--- src/rtl/dash_pkg.sv ---
// Shared dashboard constants: telemetry frame layout and UART serializer state encoding.
package dash_pkg;

  localparam logic [7:0] SYNC_BYTE = 8'hA5;
  localparam int         FRAME_LEN = 6;

  typedef enum logic [1:0] {
    ST_IDLE  = 2'd0,
    ST_START = 2'd1,
    ST_DATA  = 2'd2,
    ST_STOP  = 2'd3
  } tx_state_e;

  function automatic logic [7:0] frame_checksum(input logic [7:0] b1, input logic [7:0] b2,
                                                input logic [7:0] b3, input logic [7:0] b4);
    return b1 ^ b2 ^ b3 ^ b4;
  endfunction

endpackage

--- src/rtl/telemetry_uart_tx_if.sv ---
// Telemetry sampling request, dashboard values and UART line status bundled as one port.
interface telemetry_uart_tx_if;

  logic       send_tick;
  logic [8:0] speed_kmh;
  logic [13:0] rpm;
  logic [2:0] gear;
  logic       overload;
  logic       tx;
  logic       busy;
  logic       frame_done;
  logic       overrun;

  modport master (
    output send_tick, speed_kmh, rpm, gear, overload,
    input  tx, busy, frame_done, overrun
  );

  modport slave (
    input  send_tick, speed_kmh, rpm, gear, overload,
    output tx, busy, frame_done, overrun
  );

endinterface

--- src/rtl/telemetry_uart_tx_byte.sv ---
// Serializes one byte as UART 8N1; a start accepted at the end of a stop bit chains the next byte with no idle gap.
module uart_byte_tx
  import dash_pkg::*;
#(
  parameter int DIV = 434
) (
  input  logic       clk,
  input  logic       rst_n,
  input  logic       start,
  input  logic [7:0] data,
  output logic       ready,
  output logic       tx
);

  localparam int CNT_W = (DIV > 1) ? $clog2(DIV) : 1;
  localparam logic [CNT_W-1:0] CNT_LAST = CNT_W'(DIV - 1);

  tx_state_e        state_q, state_d;
  logic [CNT_W-1:0] cnt_q, cnt_d;
  logic [2:0]       bit_q, bit_d;
  logic [7:0]       shift_q, shift_d;
  logic             tx_q, tx_d;
  logic             bit_end;

  assign bit_end = (cnt_q == CNT_LAST);
  assign ready   = (state_q == ST_IDLE) || ((state_q == ST_STOP) && bit_end);
  assign tx      = tx_q;

  always_ff @(posedge clk or negedge rst_n) begin
    if (!rst_n) begin
      state_q <= ST_IDLE;
      cnt_q   <= '0;
      bit_q   <= '0;
      shift_q <= '0;
      tx_q    <= 1'b1;
    end else begin
      state_q <= state_d;
      cnt_q   <= cnt_d;
      bit_q   <= bit_d;
      shift_q <= shift_d;
      tx_q    <= tx_d;
    end
  end

  // tx_d is the line level for the next cycle, so every state entry also sets the new bit value.
  always_comb begin
    state_d = state_q;
    cnt_d   = cnt_q + CNT_W'(1);
    bit_d   = bit_q;
    shift_d = shift_q;
    tx_d    = tx_q;
    case (state_q)
      ST_IDLE: begin
        cnt_d = '0;
        tx_d  = 1'b1;
        if (start) begin
          state_d = ST_START;
          shift_d = data;
          tx_d    = 1'b0;
        end
      end
      ST_START: begin
        if (bit_end) begin
          state_d = ST_DATA;
          cnt_d   = '0;
          bit_d   = '0;
          tx_d    = shift_q[0];
        end
      end
      ST_DATA: begin
        if (bit_end) begin
          cnt_d = '0;
          if (bit_q == 3'd7) begin
            state_d = ST_STOP;
            tx_d    = 1'b1;
          end else begin
            bit_d   = bit_q + 3'd1;
            shift_d = shift_q >> 1;
            tx_d    = shift_q[1];
          end
        end
      end
      ST_STOP: begin
        if (bit_end) begin
          cnt_d = '0;
          if (start) begin
            state_d = ST_START;
            shift_d = data;
            tx_d    = 1'b0;
          end else begin
            state_d = ST_IDLE;
            tx_d    = 1'b1;
          end
        end
      end
      default: begin
        state_d = ST_IDLE;
        cnt_d   = '0;
        tx_d    = 1'b1;
      end
    endcase
  end

endmodule

--- src/rtl/telemetry_uart_tx.sv ---
// Snapshots speed/rpm/gear/overload on a tick and streams a 6-byte checksummed frame out over UART 8N1.
module telemetry_uart_tx
  import dash_pkg::*;
#(
  parameter int CLK_FREQ = 50_000_000,
  parameter int BAUD     = 115200
) (
  input  logic              clk,
  input  logic              rst_n,
  telemetry_uart_tx_if.slave bus
);

  localparam int DIV = CLK_FREQ / BAUD;
  localparam logic [2:0] LAST_IDX = 3'(FRAME_LEN - 1);

  logic       busy_q;
  logic       frame_done_q;
  logic [2:0] byte_idx_q;
  logic [7:0] snap_q [1:FRAME_LEN-1];

  logic       accept, last_byte, next_byte, frame_end;
  logic       byte_start, byte_ready, line;
  logic [2:0] next_idx;
  logic [7:0] byte_data;
  logic [7:0] b1, b2, b3, b4;

  assign b1 = {bus.overload, bus.gear, 3'b000, bus.speed_kmh[8]};
  assign b2 = bus.speed_kmh[7:0];
  assign b3 = {2'b00, bus.rpm[13:8]};
  assign b4 = bus.rpm[7:0];

  assign accept     = bus.send_tick && !busy_q;
  assign last_byte  = (byte_idx_q == LAST_IDX);
  assign next_byte  = busy_q && byte_ready && !last_byte;
  assign frame_end  = busy_q && byte_ready && last_byte;
  assign next_idx   = last_byte ? byte_idx_q : byte_idx_q + 3'd1;
  assign byte_start = accept || next_byte;
  assign byte_data  = accept ? SYNC_BYTE : snap_q[next_idx];

  // The sync byte goes straight to the serializer on the accepting cycle; only B1..B5 need storage.
  always_ff @(posedge clk or negedge rst_n) begin
    if (!rst_n) begin
      busy_q       <= 1'b0;
      frame_done_q <= 1'b0;
      byte_idx_q   <= '0;
      for (int i = 1; i < FRAME_LEN; i++) snap_q[i] <= '0;
    end else begin
      frame_done_q <= frame_end;
      if (accept) begin
        busy_q     <= 1'b1;
        byte_idx_q <= '0;
        snap_q[1]  <= b1;
        snap_q[2]  <= b2;
        snap_q[3]  <= b3;
        snap_q[4]  <= b4;
        snap_q[5]  <= frame_checksum(b1, b2, b3, b4);
      end else if (next_byte) begin
        byte_idx_q <= next_idx;
      end else if (frame_end) begin
        busy_q <= 1'b0;
      end
    end
  end

  uart_byte_tx #(.DIV(DIV)) u_byte_tx (
    .clk   (clk),
    .rst_n (rst_n),
    .start (byte_start),
    .data  (byte_data),
    .ready (byte_ready),
    .tx    (line)
  );

  assign bus.tx         = line;
  assign bus.busy       = busy_q;
  assign bus.frame_done = frame_done_q;
  assign bus.overrun    = bus.send_tick && busy_q;

endmodule

--- src/flat_wrapper.sv ---
// flat-port wrapper written by rule: the top's interface ports become plain ports
module telemetry_uart_tx_flat import dash_pkg::*;
#(
  parameter int CLK_FREQ = 50_000_000,
  parameter int BAUD     = 115200
)
  (clk, rst_n, bus_send_tick, bus_speed_kmh, bus_rpm, bus_gear, bus_overload, bus_tx, bus_busy, bus_frame_done, bus_overrun);
  telemetry_uart_tx_if bus_i ();
  input  logic clk;
  input  logic rst_n;
  input wire logic [$bits(bus_i.send_tick)-1:0] bus_send_tick;
  input wire logic [$bits(bus_i.speed_kmh)-1:0] bus_speed_kmh;
  input wire logic [$bits(bus_i.rpm)-1:0] bus_rpm;
  input wire logic [$bits(bus_i.gear)-1:0] bus_gear;
  input wire logic [$bits(bus_i.overload)-1:0] bus_overload;
  output wire logic [$bits(bus_i.tx)-1:0] bus_tx;
  output wire logic [$bits(bus_i.busy)-1:0] bus_busy;
  output wire logic [$bits(bus_i.frame_done)-1:0] bus_frame_done;
  output wire logic [$bits(bus_i.overrun)-1:0] bus_overrun;
  assign bus_i.send_tick = bus_send_tick;
  assign bus_i.speed_kmh = bus_speed_kmh;
  assign bus_i.rpm = bus_rpm;
  assign bus_i.gear = bus_gear;
  assign bus_i.overload = bus_overload;
  assign bus_tx = bus_i.tx;
  assign bus_busy = bus_i.busy;
  assign bus_frame_done = bus_i.frame_done;
  assign bus_overrun = bus_i.overrun;
  telemetry_uart_tx #(.CLK_FREQ(CLK_FREQ), .BAUD(BAUD)) u_core (.clk(clk), .rst_n(rst_n), .bus(bus_i));
endmodule
--- config.mk ---
export PLATFORM = sky130hd
export DESIGN_NAME = telemetry_uart_tx_flat
export DESIGN_NICKNAME = d
export VERILOG_FILES = /design/src/rtl/dash_pkg.sv /design/src/rtl/telemetry_uart_tx_if.sv /design/src/rtl/telemetry_uart_tx_byte.sv /design/src/rtl/telemetry_uart_tx.sv /design/src/flat_wrapper.sv
export SDC_FILE = /design/constraint.sdc
export NUM_CORES = 1
export LEC_CHECK = 0
export ABC_AREA = 1
export CAP_MARGIN = 20
export CORE_MARGIN = 2
export CORE_UTILIZATION = 45
export CTS_CLUSTER_SIZE = 20
export DETAILED_ROUTE_END_ITERATION = 10
export GPL_ROUTABILITY_DRIVEN = 0
export GPL_TIMING_DRIVEN = 0
export PLACE_DENSITY = 0.76
export SYNTH_ARGS = -nofsm -noshare
export SYNTH_HDL_FRONTEND = slang
export SYNTH_SLANG_ARGS = --single-unit
--- constraint.sdc ---
create_clock -name clk -period 1.65 [get_ports clk]
set_input_delay 0.33 -clock clk [delete_from_list [all_inputs] [get_ports clk]]
set_output_delay 0.33 -clock clk [all_outputs]
set_load 0.005 [all_outputs]
==> results of run 1 <==
[flip-flops by register name (all words and copies together), names as in the netlist]
register / flops
u_core.snap_q: 35
u_core.u_byte_tx.cnt_q: 9
u_core.u_byte_tx.shift_q: 8
u_core.byte_idx_q: 3
u_core.u_byte_tx.bit_q: 3
u_core.u_byte_tx.state_q: 2
u_core.bus.busy: 1
u_core.bus.frame_done: 1
u_core.u_byte_tx.tx: 1
[per-stage QoR]
step           utilization  std cells  setup TNS [ps]
2_1_floorplan            -        437               0
3_3_place_gp         0.519        572         -121310
3_5_place_dp         0.521        573          -12840
4_1_cts              0.590        609            -125
5_1_grt              0.605        614           -1450
6_report             0.605        614            -406
[what timing repair did]
action                                 in CTS  in global routing
gates cloned                                3                  0
pin swaps                                  13                 11
resized for setup                          34                 27
setup buffers                              17                  5
endpoints found under the hold margin       0                  0
setup endpoints to repair                  16                 49
[final timing paths]
path	end	start	slack [ps]	depth (start not counted)
worst min-delay path	u_core.snap_q[4]	rst_n	30	1
max in group asynchronous	u_core.u_byte_tx.cnt_q[2]	rst_n	980	2
worst min register to register	u_core.snap_q[31]	u_core.snap_q[31]	480	2
worst max-delay path	u_core.u_byte_tx.shift_q[4]	u_core.byte_idx_q[1]	-100	14
min in group clk	u_core.bus.busy	bus_send_tick	390	3
worst max register to register	u_core.u_byte_tx.shift_q[4]	u_core.byte_idx_q[1]	-100	14
[where the power goes]
part           leakage (nW)  switching (mW)  total (mW)  internal [mW]
clock                 0.127           0.665        1.72           1.06
sequential            0.786           0.374        2.57           2.20
combinational          1.31            3.20        5.44           2.24
total                  2.23            4.24        9.73           5.50
[placed cells by master (no fill, tap or decap), types with 6 or more instances in the layout]
| master | synthesis | final |
|---|---|---|
| buf_6 | 4 | 7 |
| nand2_1 | 149 | 138 |
| clkbuf_8 | 0 | 10 |
| nand2_2 | 3 | 14 |
| ha_1 | 12 | 7 |
| nor2_1 | 24 | 21 |
| o21ai_0 | 25 | 22 |
| buf_2 | 6 | 6 |
| o21ai_1 | 9 | 8 |
| inv_1 | 40 | 36 |
| inv_2 | 3 | 6 |
| a21oi_1 | 9 | 7 |
| xnor2_1 | 12 | 12 |
| dfrtp_1 | 62 | 58 |
| nand3_1 | 32 | 28 |
| buf_4 | 0 | 22 |
| clkdlybuf4s50_1 | 0 | 29 |
[kinds of logic (layout without fill, tap and decap cells)]
| logic type | Yosys count | count (layout) | share of synthesized area |
|---|---|---|---|
| fa+ha+maj | 12 | 12 | 0.0429 |
| flops | 63 | 63 | 0.451 |
| mux | 1 | 1 | 0.00286 |
| buf+inv | 57 | 132 | 0.0726 |
| simple gates | 228 | 228 | 0.287 |
| xor+xnor | 17 | 17 | 0.0425 |
| compound gates | 59 | 59 | 0.102 |
[layout make-up]
| type | count | area share |
|---|---|---|
| Multi-Input combinational cell | 317 | 0.399 |
| Sequential cell | 63 | 0.342 |
| Timing Repair Buffer | 59 | 0.120 |
| Inverter | 45 | 0.0381 |
| Clock buffer | 10 | 0.0297 |
| Tap cell | 102 | 0.0276 |
| Clock inverter | 6 | 0.0251 |
| Buffer | 12 | 0.0184 |
[synth_stat cells, drive strengths merged, types with 2 or more instances]
cell	instances	share of area
ha	12	0.043
a22o	2	0.0050
nand3	36	0.059
xnor2	12	0.030
o221ai	2	0.0050
a21oi	10	0.018
clkbuf	2	0.0021
inv	44	0.048
o211ai	3	0.0064
buf	10	0.021
o22ai	2	0.0036
xor2	5	0.013
nand2	155	0.17
nor2	28	0.036
and3	2	0.0036
a22oi	2	0.0043
o21ai	36	0.056
dfrtp	62	0.44
nor3	4	0.0071
[routing by layer]
| layer | vias to the layer above | GRT usage |
|---|---|---|
| met2 | 83 | 0.367 |
| met4 | 0 | 0.0721 |
| met5 | - | 0 |
| li1 | 1540 | - |
| met3 | 16 | 0.0551 |
| met1 | 1516 | 0.291 |
[critical path: cells and delay by family, from the launching register on]
kind,cells,cell delay [ps]
adders and majority gates,1,180
buffers and inverters,2,230
DFF,1,400
and+or+nand+nor,11,840
==> results_tabular.tex, run 1 <==
\begin{tabular}{lr}
\hline
Metric & Value \\
\hline
\multicolumn{2}{l}{\textbf{Critical path}} \\
Startpoint Class & register \\
CP most frequent cell & nand2\_1 \\
CP endpoint kind & register \\
Category of the critical setup timing path & reg2reg \\
List of cells traversed by the critical path & inv\_2 > ha\_4 > nand2\_8 > nand2\_8 > nand2\_8 > buf\_6 > nand2\_2 > nand3\_1 > nand2\_1 > nand2\_2 > nand3\_2 > nand2\_1 > nand2\_1 > nand2\_1 \\
Data required time of the worst path & between 1500 and 2000 ps \\
Biggest fanout along the worst timing path & 7 \\
Crit-path max cell delay & roughly 400 ps \\
Data arrival time of the critical path & between 1500 and 2000 ps \\
Crit-path slowest cell & dfrtp\_1 \\
\multicolumn{2}{l}{\textbf{Job}} \\
Number of maximum-capacitance violations & 0 \\
\multicolumn{2}{l}{\textbf{Yosys}} \\
Post-synthesis instance total & between 400 and 500 \\
Number of synthesized flops with an enable pin & 0 \\
Register area share after synthesis & 0.451 \\
Cell variety after synth & 41 \\
Post-Syn Area & 3500 sq um \\
Synth warnings & 0 \\
Post-synthesis register bit count & 63 \\
Primary flip-flop cell chosen by synthesis mapping & dfrtp\_1 \\
Per-instance average area after synthesis & $\sim$8.0 sq um \\
Share of synthesized flip-flops with an asynchronous set or reset & 1.00 \\
Synthesized Nets & roughly 480 \\
\multicolumn{2}{l}{\textbf{Clock network}} \\
CTS hold repair buffers & 0 \\
Clock sink count & 63 \\
H-tree levels & 3 \\
Source-to-sink clock delay at the later pin of the worst-skew pair & between 300 and 400 ps \\
Total CTS buffers & 9 \\
Clock buffer depth & 2 \\
Reg clk slew, reported paths & $\sim$90 ps \\
Root buffer selected by CTS & clkbuf\_8 \\
TritonCTS clock tree & built \\
\multicolumn{2}{l}{\textbf{Floorplan}} \\
Num ports & 34 \\
Core Footprint & $\sim$7600 sq um \\
Effective utilization at floorplan & 0.458 \\
Die Width & 92.2 microns \\
Row count & 32 \\
Die footprint & between 8000 and 9000 sq um \\
Chip Height & between 90 and 100 microns \\
\multicolumn{2}{l}{\textbf{STA}} \\
Post-layout worst setup margin & -100 ps \\
Number of hold violations in the final report & 0 \\
Max-Slew Margin vs Limit & 0.508 \\
Unrepaired setup endpoints after global routing & yes \\
Portion of the clock cycle consumed by the worst path in the final layout & 1.06 \\
Transition time of the tightest slew-check pin & around 740 ps \\
Worst hold-check slack & about 31 ps \\
Achievable frequency & 571 MHz \\
Number of endpoints failing setup at the final stage & 8 \\
Post-layout min period & $\sim$1800 ps \\
Final-report max-slew violation count & 0 \\
Setup skew after layout & 15.4 ps \\
\multicolumn{2}{l}{\textbf{Drt}} \\
Per-cell via count in the routed design & approximately 5 \\
First DRT Iteration DRCs & approximately 240 \\
Routed length on met2 & about 4300 microns \\
Remaining number of nets flagged by the antenna check after routing & 0 \\
Routed len/inst & around 14 microns \\
Number of iterations in the first detailed-routing pass & 4 \\
Residual DRC count & 0 \\
Total wirelength of the detailed-routed design & 8800 microns \\
Wire length on met3 & between 400 and 500 microns \\
Met1 layer wirelength in the final routing & roughly 3900 microns \\
Routed vias & around 3200 \\
Top layer in use & met4 \\
\multicolumn{2}{l}{\textbf{Placement}} \\
Number of buffers added on ports & 33 \\
Estimated wirelength of the detail-placed design & $\sim$5600 microns \\
Pre-CTS setup slack & -323 ps \\
Post-Place Cell Area & between 3000 and 4000 sq um \\
\multicolumn{2}{l}{\textbf{Outcome}} \\
Violated checks & negative setup slack \\
Status & finished, violations left \\
\multicolumn{2}{l}{\textbf{Finish}} \\
Number of antenna repair diodes & 0 \\
Area Overhead vs Synth & 32.2\% \\
Area taken by multi-input logic gates & $\sim$1800 sq um \\
\# fillers & 613 \\
Net total in the final layout & 549 \\
Fraction of final layout cells sized beyond drive strength 1 & 0.225 \\
Area taken by flip-flops and latches & $\sim$1600 sq um \\
Total non-filler cell area in the finished layout & 4630 sq um \\
\multicolumn{2}{l}{\textbf{Global routing}} \\
Leftover overflow at the end of global routing & 0 \\
Via count of the first global-routing pass & $\sim$3000 \\
Initial antenna violation count & 0 \\
Pin count of the biggest net entering global routing & 34 \\
Wire length of the first global-routing pass & $\sim$15000 microns \\
Total GRT Usage & 0.223 \\
\multicolumn{2}{l}{\textbf{Power}} \\
Power per unit of standard cell area & approximately 2100 nW/um\^{}2 \\
Leakage dissipation & 2.23 nW \\
Worst ir drop on vdd & 0.840 mV \\
Pwr Total & slightly below 10 mW \\
\multicolumn{2}{l}{\textbf{Min path}} \\
Classification of the worst-slack hold path & in2async \\
\hline
\end{tabular}
Power figures use the tool's default switching activity.
==> run 2: changes to the inputs <==
--- a/config.mk
+++ b/config.mk
@@ -5,7 +5,6 @@
 export SDC_FILE = /design/constraint.sdc
 export NUM_CORES = 1
 export LEC_CHECK = 0
-export ABC_AREA = 1
 export CAP_MARGIN = 20
 export CORE_MARGIN = 2
 export CORE_UTILIZATION = 45
==> run 2 against run 1 <==
The run still ends with negative setup slack left. Synthesized cell count shrank 9.6%. Flip-flop and latch count is the same. Sequential share of layout area shrank 0.19 points. Non-clock buffer count shrank 2. Die area grew 4.1%. Critical endpoint is now u_core.u_byte_tx.shift_q[6]. Sequential power grew 3%. Clock power shrank 12%. Cell count shrank 8.3%. Worst hold slack gained 27 ps.
==> results_tabular.tex, run 2 <==
\begin{tabular}{lr}
\hline
Metric & Value \\
\hline
\multicolumn{2}{l}{\textbf{Global routing}} \\
Pin count of the biggest net entering global routing & 64 (+88\%) \\
Initial antenna violation count & 0 (unchanged) \\
Total GRT Usage & 0.221 (-0.00269) \\
Leftover overflow at the end of global routing & 0 (unchanged) \\
Via count of the first global-routing pass & 3213 (+5.1\%) \\
Wire length of the first global-routing pass & 15200 microns (+3.1\%) \\
\multicolumn{2}{l}{\textbf{Critical path}} \\
Biggest fanout along the worst timing path & 6 (-1) \\
CP endpoint kind & register \\
Startpoint Class & register \\
Category of the critical setup timing path & reg2reg \\
Data arrival time of the critical path & 2210 ps (+220 ps) \\
Data required time of the worst path & 1890 ps (about the same) \\
Worst R2R Start & u\_core.byte\_idx\_q[0] \\
Source of the critical timing path & u\_core.byte\_idx\_q[0] \\
\multicolumn{2}{l}{\textbf{Floorplan}} \\
Num ports & 34 (unchanged) \\
Die Width & 94.1 microns (+2.0\%) \\
Die footprint & 8850 sq um (+4.1\%) \\
Core Footprint & 7810 sq um (+2.1\%) \\
Row count & 32 (unchanged) \\
Effective utilization at floorplan & 0.468 (+0.00984) \\
Chip Height & 94.1 microns (+2.0\%) \\
\multicolumn{2}{l}{\textbf{Placement}} \\
Pre-CTS setup slack & -696 ps (-372 ps) \\
Estimated wirelength of the detail-placed design & 6200 microns (+11\%) \\
Number of buffers added on ports & 33 (unchanged) \\
\multicolumn{2}{l}{\textbf{Power}} \\
Relative contribution of sequential cells to total power & 0.301 (+0.037) \\
Combinational group share of total power & 0.526 (-0.033) \\
Leakage dissipation & 2.11 nW (-5.4\%) \\
Part of the power in the clock network & 0.173 (-0.004) \\
Switching portion of total power & 0.408 (-0.0276) \\
Worst ir drop on vdd & 0.909 mV (+8.2\%) \\
Psw & 3.59 mW (-15\%) \\
P\_int & 5.21 mW (-5.2\%) \\
Power per unit of standard cell area & 1890 nW/um\^{}2 (-10\%) \\
\multicolumn{2}{l}{\textbf{Yosys}} \\
Synth warnings & 0 (unchanged) \\
Per-instance average area after synthesis & 9.24 sq um (+15\%) \\
Post-synthesis register bit count & 63 (unchanged) \\
Number of synthesized flops with an enable pin & 0 (unchanged) \\
Post-synth top area share & 0.425 (-0.0182) \\
Post-Syn Area & 3650 sq um (+4.3\%) \\
Post-synthesis instance total & 395 (-9.6\%) \\
Cell variety after synth & 67 (+63\%) \\
Cell taking the most area after synthesis & dfrtp\_1 \\
Top post-synthesis cells by count & nand2\_1 (98), dfrtp\_1 (62), o21ai\_0 (23) \\
Synthesized Nets & 437 (-8.8\%) \\
Share of synthesized flip-flops with an asynchronous set or reset & 1.00 (unchanged) \\
Leading post-synthesis cells by cell area & dfrtp\_1 (42\%), nand2\_1 (10\%), xnor2\_1 (4.3\%) \\
Most frequently used cell type in the post-synthesis netlist & nand2\_1 \\
Register area share after synthesis & 0.432 (-0.0185) \\
Primary flip-flop cell chosen by synthesis mapping & dfrtp\_1 \\
\multicolumn{2}{l}{\textbf{STA}} \\
Worst hold-check slack & 58.4 ps (+26.9 ps) \\
Unrepaired setup endpoints after global routing & yes \\
Max-Slew Margin vs Limit & 0.463 (-0.0449) \\
Setup skew after layout & 8.19 ps (-7.19 ps) \\
Post-layout worst setup margin & -322 ps (-222 ps) \\
Total negative slack & -2750 ps (-2350 ps) \\
Transition time of the tightest slew-check pin & 806 ps (+67.4 ps) \\
Number of hold violations in the final report & 0 (unchanged) \\
Achievable frequency & 507 MHz (-11\%) \\
Portion of the clock cycle consumed by the worst path in the final layout & 1.20 (+0.135) \\
Post-layout min period & 1970 ps (+222 ps) \\
Number of endpoints failing setup at the final stage & 14 (+6) \\
Final-report max-slew violation count & 0 (unchanged) \\
\multicolumn{2}{l}{\textbf{Finish}} \\
Core occupancy in the finished layout & 0.596 (-0.00857) \\
\# fillers & 653 (+6.5\%) \\
Fraction of final layout cells sized beyond drive strength 1 & 0.230 (+0.00533) \\
Net total in the final layout & 498 (-9.3\%) \\
Area taken by multi-input logic gates & 2110 sq um (+14\%) \\
Commonest non-fill, non-tap cells in the layout & nand2\_1 (97), dfrtp\_1 (57), clkdlybuf4s50\_1 (29) \\
Flip-flop count of the largest register, all copies and words added & 35 (unchanged) \\
Area taken by flip-flops and latches & 1580 sq um (about the same) \\
Number of antenna repair diodes & 0 (unchanged) \\
Top flop regs & u\_core.snap\_q x35, u\_core.u\_byte\_tx.cnt\_q x9, u\_core.u\_byte\_tx.shift\_q x8 \\
Most common library cell in the layout ignoring fill and taps & nand2\_1 \\
Area Overhead vs Synth & 27.6\% \\
Register bank with the most flops & u\_core.snap\_q \\
\multicolumn{2}{l}{\textbf{Drt}} \\
First DRT Iteration DRCs & 151 (-36\%) \\
Routed vias & 3083 (-2.3\%) \\
Remaining number of nets flagged by the antenna check after routing & 0 (unchanged) \\
Routed len/inst & 15.8 microns (+10\%) \\
Number of iterations in the first detailed-routing pass & 4 (unchanged) \\
Total wirelength of the detailed-routed design & 8910 microns (+1.3\%) \\
Per-cell via count in the routed design & 5.48 (+6.6\%) \\
Residual DRC count & 0 (unchanged) \\
\multicolumn{2}{l}{\textbf{Clock network}} \\
TritonCTS clock tree & built \\
Clock sink count & 63 (unchanged) \\
Clock buffer depth & 2 (unchanged) \\
Reg clk slew, reported paths & 80 ps (about the same) \\
Total CTS buffers & 9 (unchanged) \\
H-tree levels & 3 (unchanged) \\
Source-to-sink clock delay at the later pin of the worst-skew pair & 350 ps (about the same) \\
Root buffer selected by CTS & clkbuf\_8 \\
\multicolumn{2}{l}{\textbf{Min path}} \\
Classification of the worst-slack hold path & in2async \\
\multicolumn{2}{l}{\textbf{Job}} \\
Number of maximum-capacitance violations & 0 (unchanged) \\
\multicolumn{2}{l}{\textbf{Outcome}} \\
Violated checks & negative setup slack \\
Status & finished, violations left \\
\hline
\end{tabular}
[run 2: logic make-up after synthesis]
kind of cell,after synthesis,synth area share
AND/OR/NAND/NOR,172,0.232
AO/OA/AOI/OAI,81,0.159
flip-flops,63,0.432
buffers and inverters,27,0.0339
XOR/XNOR,26,0.0624
multiplexers,14,0.0401
adder cells (fa/ha/maj),12,0.0411
[run 2: path summary, 6_finish.rpt]
kind | to | slack (ps) | cells after the start
max in group asynchronous | u_core.byte_idx_q[1] | 1000 | 1
worst max register to register | u_core.u_byte_tx.shift_q[6] | -320 | 7
min in group clk | u_core.bus.busy | 460 | 3
worst min-delay path | u_core.byte_idx_q[2] | 60 | 1
worst min register to register | u_core.snap_q[27] | 480 | 2
worst max-delay path | u_core.u_byte_tx.shift_q[6] | -320 | 7
[run 2: power groups by stage]
stage / combinational, mW / sequential [mW] / clock (mW)
floorplan: 3.09 / 2.55 / 0
global placement: 3.87 / 2.67 / 0
detailed placement: 3.99 / 2.70 / 0
CTS: 4.48 / 2.65 / 1.55
global route: 5.10 / 2.73 / 1.62
finish: 4.63 / 2.65 / 1.52
[run 2: repair_timing]
item / CTS / global route
hold endpoints to repair: 0 / 0
hold buffers: 0 / 0
resized for setup: 32 / 13
endpoints found under the setup margin: 60 / 36
buffers inserted: 18 / 4
pin swaps: 15 / 9
[run 2: area by class of cell]
class | count | share of cell area
Buffer | 15 | 0.0202
Clock buffer | 9 | 0.0266
Clock inverter | 7 | 0.0210
Inverter | 8 | 0.00645
Multi-Input combinational cell | 305 | 0.453
Sequential cell | 63 | 0.340
Tap cell | 102 | 0.0274
Timing Repair Buffer | 54 | 0.105
[run 2: routing by layer]
layer | track usage | up-vias | wire (microns)
met3 | 0.0409 | 12 | 396
met4 | 0.0713 | 0 | 131
met2 | 0.393 | 75 | 4610
met1 | 0.267 | 1506 | 3770
li1 | - | 1490 | -
met5 | 0 | - | 0
[run 2: critical path, stage by stage, from the launching register on]
cell and delay [ps]:
dfrtp_2 480, ha_4 210, buf_8 130, nand4b_1 100, o31ai_2 90, a221o_1 370, a32o_1 230, mux2_4 250
[run 2: stage by stage]
step,power [mW],instances,cell area (sq um)
after floorplan,5.64,395,3730
after global placement,6.54,530,4190
after detailed placement,6.68,530,4190
after CTS,8.68,560,4610
after global routing,9.45,563,4660
final,8.80,563,4660
